`src/rtl/nrzi_serial_encoder.sv`:
```
// nrzi_serial_encoder: accepts parallel words over valid/ready, serialises them
// LSB-first at the ce_i bit-rate strobe, optionally inserts a stuffed 0 after a
// run of 1s, and NRZI-encodes the raw stream onto a single line.
module nrzi_serial_encoder #(
  parameter int DATA_WIDTH    = 8,
  parameter int STUFF_LEN     = 0,
  parameter bit TOGGLE_ON_ONE = 1'b1,
  parameter bit IDLE_LEVEL    = 1'b0
) (
  input  logic                  clk_i,
  input  logic                  rst_ni,
  input  logic                  ce_i,
  input  logic [DATA_WIDTH-1:0] data_i,
  input  logic                  valid_i,
  output logic                  ready_o,
  input  logic                  output_en_i,
  output logic                  data_o,
  output logic                  oe_o,
  output logic                  busy_o,
  output logic                  stuff_o,
  output logic                  underrun_o
);

  localparam int BW = (DATA_WIDTH > 1) ? $clog2(DATA_WIDTH) : 1;
  localparam int OW = (STUFF_LEN > 0) ? $clog2(STUFF_LEN + 1) : 1;
  localparam bit STUFF_EN = (STUFF_LEN > 0);
  localparam logic [BW-1:0] LAST_BIT  = BW'(DATA_WIDTH - 1);
  localparam logic [OW-1:0] STUFF_LIM = OW'(STUFF_LEN);

  typedef enum logic [1:0] {
    IDLE  = 2'd0,
    SHIFT = 2'd1,
    STUFF = 2'd2
  } state_t;

  state_t                state_reg, state_next;
  logic [DATA_WIDTH-1:0] shift_reg, shift_next;
  logic [BW-1:0]         bit_cnt_reg, bit_cnt_next;
  logic [OW-1:0]         ones_cnt_reg, ones_cnt_next;
  // shift register still holds data bits that have not been put on the line
  logic                  word_valid_reg, word_valid_next;
  // the most recent ce_i strobe put a data or stuff bit on the line
  logic                  emitted_reg, emitted_next;
  logic                  line_reg, line_next;
  logic                  stuff_reg, stuff_next;
  logic                  underrun_reg, underrun_next;
  logic                  oe_reg;

  logic raw_bit;
  logic last_bit;
  logic accept;
  logic stuff_hit;

  assign raw_bit  = shift_reg[0];
  assign last_bit = (state_reg == SHIFT) && (bit_cnt_reg == LAST_BIT);
  // Ready when nothing is waiting, or when the final bit leaves on this strobe,
  // so a held valid_i streams words without a gap.
  assign ready_o  = !word_valid_reg || (ce_i && last_bit);
  assign accept   = valid_i && ready_o;

  assign data_o     = oe_reg ? line_reg : IDLE_LEVEL;
  assign oe_o       = oe_reg;
  assign busy_o     = (state_reg != IDLE);
  assign stuff_o    = stuff_reg;
  assign underrun_o = underrun_reg;

  // Next-state, serialiser, stuffing and NRZI line computation.
  always_comb begin
    state_next      = state_reg;
    shift_next      = shift_reg;
    bit_cnt_next    = bit_cnt_reg;
    ones_cnt_next   = ones_cnt_reg;
    word_valid_next = word_valid_reg;
    emitted_next    = emitted_reg;
    line_next       = line_reg;
    stuff_next      = 1'b0;
    underrun_next   = 1'b0;
    stuff_hit       = 1'b0;

    if (ce_i) begin
      case (state_reg)
        SHIFT: begin
          emitted_next = 1'b1;
          line_next    = line_reg ^ (TOGGLE_ON_ONE ? raw_bit : ~raw_bit);
          shift_next   = shift_reg >> 1;
          bit_cnt_next = bit_cnt_reg + BW'(1);
          if (raw_bit && STUFF_EN) begin
            ones_cnt_next = ones_cnt_reg + OW'(1);
            stuff_hit     = ((ones_cnt_reg + OW'(1)) == STUFF_LIM);
          end else begin
            ones_cnt_next = '0;
          end
          if (last_bit) begin
            word_valid_next = 1'b0;
          end
          if (stuff_hit) begin
            state_next = STUFF;
          end else if (last_bit) begin
            state_next = IDLE;
          end
        end
        STUFF: begin
          emitted_next  = 1'b1;
          line_next     = line_reg ^ ~TOGGLE_ON_ONE;
          stuff_next    = 1'b1;
          ones_cnt_next = '0;
          state_next    = word_valid_reg ? SHIFT : IDLE;
        end
        default: begin
          // strobe with nothing to send: the line holds; flag a broken stream
          emitted_next = 1'b0;
          if (emitted_reg) begin
            underrun_next = 1'b1;
            ones_cnt_next = '0;
          end
        end
      endcase
    end

    // A pending stuff bit always goes out before the newly loaded word.
    if (accept) begin
      shift_next      = data_i;
      bit_cnt_next    = '0;
      word_valid_next = 1'b1;
      if ((state_reg == IDLE) || (ce_i && !stuff_hit)) begin
        state_next = SHIFT;
      end
    end
  end

  // State and datapath registers with asynchronous reset.
  always_ff @(posedge clk_i or negedge rst_ni) begin
    if (!rst_ni) begin
      state_reg      <= IDLE;
      shift_reg      <= '0;
      bit_cnt_reg    <= '0;
      ones_cnt_reg   <= '0;
      word_valid_reg <= 1'b0;
      emitted_reg    <= 1'b0;
      line_reg       <= IDLE_LEVEL;
      stuff_reg      <= 1'b0;
      underrun_reg   <= 1'b0;
      oe_reg         <= 1'b0;
    end else begin
      state_reg      <= state_next;
      shift_reg      <= shift_next;
      bit_cnt_reg    <= bit_cnt_next;
      ones_cnt_reg   <= ones_cnt_next;
      word_valid_reg <= word_valid_next;
      emitted_reg    <= emitted_next;
      line_reg       <= line_next;
      stuff_reg      <= stuff_next;
      underrun_reg   <= underrun_next;
      oe_reg         <= output_en_i;
    end
  end

endmodule

```
`config.mk`:
```
export PLATFORM = sky130hd
export DESIGN_NAME = nrzi_serial_encoder
export DESIGN_NICKNAME = d
export VERILOG_FILES = /design/src/rtl/nrzi_serial_encoder.sv
export SDC_FILE = /design/constraint.sdc
export NUM_CORES = 1
export LEC_CHECK = 0
export ABC_AREA = 1
export BUFFER_PORTS_ARGS = -buffer_cell sky130_fd_sc_hd__buf_2
export CAP_MARGIN = 10
export CORE_UTILIZATION = 45
export CTS_CLUSTER_SIZE = 40
export DETAILED_ROUTE_END_ITERATION = 8
export PLACE_DENSITY = 0.71
export RECOVER_POWER = 50
export SETUP_SLACK_MARGIN = 0.2
export SKIP_CTS_REPAIR_TIMING = 1
export SYNTH_ARGS = -nofsm -noshare
export SYNTH_HDL_FRONTEND = slang
export SYNTH_SLANG_ARGS = --single-unit
```
`constraint.sdc`:
```
create_clock -name clk_i -period 1.7 [get_ports clk_i]
set_input_delay 0 -clock clk_i [delete_from_list [all_inputs] [get_ports clk_i]]
set_output_delay 0 -clock clk_i [all_outputs]
set_load 0.005 [all_outputs]
```
==> impl_metrics.tcl <==
set metrics [dict create \
    fin_ws_ns 0.279 \
    insertion_delay_ns 0.30 \
    synth-seq-cells 19 \
    fin_util 0.601 \
    path_cells "ha_1 > ha_2 > nand3_2 > nand2_4 > buf_2" \
    p_per_area_nw_per_um2 1110 \
    max_freq_mhz 704 \
    grt_max_degree 20 \
    numCtsBuffers 3 \
    cts_tree "done" \
    slew_headroom 0.332 \
    avgSynthCellArea_um2 7.85 \
    synthToLayoutAreaGrowth_pct 22.7 \
    critPathRequiredTime_ns 1.70 \
    fin_skew_ns 0.00196 \
    largest_reg_flops 8 \
    switching_power_mw 0.468 \
    numPortBuffers 18 \
    antenna_cells 0 \
    ys_seq_area_frac 0.485 \
    first_pass_iters 4 \
    status "finished with violations" \
    share_comb_of_total_power 0.317 \
    dieArea_um2 2370 \
    worst_slew_pin_slew_ns 1.00 \
    layout-drive-gt1-share 0.197 \
    cts_max_path_buffers 2 \
    place_area_um2 1100 \
    pre_cts_ws_ns 0.235 \
    fin_hold_ws_ns -0.0131 \
    final-setup-viol-count 0 \
    clock-root-buffer "clkbuf_4" \
    initial_core_util 0.490 \
    ys_types 17 \
    critPathMaxStageDelay_ns 0.41 \
    drc 0 \
    ir_drop_mv 0.565 \
    syn_inst 125 \
    wl_um 1820 \
    post_drt_wl_per_cell_um 10.2 \
    layout_commonest_cell "nand2_1" \
    die-width_um 48.7 \
    cap_violations 0 \
    path_class "flip-flop to primary output" \
    boundaryPins 19 \
    finalNetCount 172 \
    grt_pass1_vias 762 \
    rows 16 \
    violations "hold timing" \
    place_congestion 0.789 \
    register_area_um2 475 \
    netlist.area_leader.share 0.485 \
    min_period_ns 1.42 \
    internal-power_mw 0.868 \
    clk_pin_slew_ns 0.11 \
    arrival_ns 1.42 \
    hold_viol 7 \
    cp-end-kind "primary output" \
    n_fill_cell 185 \
    multi_input_area_um2 442 \
    routed-via-count 826 \
    syn-num-nets 144 \
    htree_num_levels 1 \
    antenna_found_initial 0 \
    grt.total_usage 0.172 \
    yosys.area.top_type "dfrtp_1" \
    design_area_um2 1200 \
    cp_num_buf_inv 1 \
    die_h_um 48.7 \
    switching_share 0.350 \
    crit_path_max_fanout 7 \
    cp_slowest_cell "dfrtp_1" \
    fin_setup_tns_ns 0 \
    seqPwrFrac 0.512 \
    ys_warn_count 0 \
    place_hpwl_um 1290 \
    synth.area.top_cells "dfrtp_1 (48%), nand2_1 (21%), ha_1 (7.7%)" \
    postRouteAntennaNets 0 \
    core_area_um2 2000 \
    crit_family "flip-flops" \
    rsz0062_at_grt "true" \
    drtIter0Drc 18 \
    gr-total-overflow 0 \
    grt_pass1_wl_um 3130 \
    vias_per_cell 4.61 \
    slew_viol_final 0 \
    layout_common_cells "nand2_1 (54), inv_1 (20), dfrtp_1 (19)" \
    cts.sinks 19 \
    period_share 0.836 \
    p_leak_nw 0.724 \
    clkPwrFrac 0.171 \
    start_kind "flip-flop" \
    hp-class "primary input to flip-flop" \
    netlist_area_um2 981 \
]
[synth_stat cells]
cell type	instances
nand2_4	1
nand2_1	54
xor2_1	1
a21oi_1	3
inv_1	20
nand3_1	8
o21ai_0	3
inv_2	1
nand2_2	1
buf_2	1
nor2_1	3
nor3_1	1
ha_1	6
xnor2_1	1
dfrtp_1	19
nand3_2	1
a22oi_2	1
[metal layers]
metal,vias to the layer above,share of wire,global-route usage
met1,374,0.48,0.220
li1,434,-,-
met3,2,0.041,0.0692
met2,16,0.47,0.266
met5,-,0,0
met4,0,0.0055,0.0539
[worst reg2reg max path: cells and delay by family, from the launching register on]
kind | cells | cell delay, ns
buffers and inverters | 1 | 0.15
AND/OR/NAND/NOR | 1 | 0.11
AO/OA/AOI/OAI | 2 | 0.44
adder cells (fa/ha/maj) | 1 | 0.18
flip-flops | 1 | 0.42
[worst paths after layout]
check,slack (ns),cells past startpoint,endpoint,from
min reg2reg,0.48,1,line_reg,line_reg
max in group asynchronous,0.72,2,bit_cnt_reg[0],rst_ni
min in group asynchronous,0.37,2,emitted_reg,rst_ni
max,0.28,5,ready_o,bit_cnt_reg[0]
min,-0.01,5,shift_reg[1],data_i[1]
max reg2reg,0.29,5,state_reg[1],state_reg[1]
[stage by stage]
stage / power [mW] / instances
after detailed placement: 1.09 / 169
final: 1.34 / 179
after CTS: 1.32 / 173
after global routing: 1.46 / 179
after floorplan: 0.960 / 125
after global placement: 1.07 / 169
[final cells by class]
cell class,instances,share of cell area
flip-flops and latches,19,0.395
inverters,21,0.0676
clock buffers,3,0.0187
well taps,27,0.0281
clock inverters,1,0.00416
repair buffers,24,0.120
multi-input cells,84,0.367
[cell families (layout without fill, tap and decap cells)]
logic type               after synthesis  count (layout)  share of synthesized area
flip-flops                            19              19                      0.485
XOR/XNOR                               2               2                     0.0179
AND/OR/NAND/NOR                       69              69                      0.292
buffers and inverters                 22              49                     0.0854
AO/OA/AOI/OAI                          7               7                     0.0434
adder cells (fa/ha/maj)                6               6                     0.0765
[power by group through the flow]
| stage | combinational (mW) | clock, mW | sequential [mW] |
|---|---|---|---|
| 2_1_floorplan | 0.293 | 0 | 0.667 |
| 3_3_place_gp | 0.391 | 0 | 0.681 |
| 3_5_place_dp | 0.401 | 0 | 0.685 |
| 4_1_cts | 0.406 | 0.237 | 0.678 |
| 5_1_grt | 0.503 | 0.256 | 0.701 |
| 6_report | 0.423 | 0.229 | 0.683 |
No activity file was read; power rests on OpenSTA's default activity.
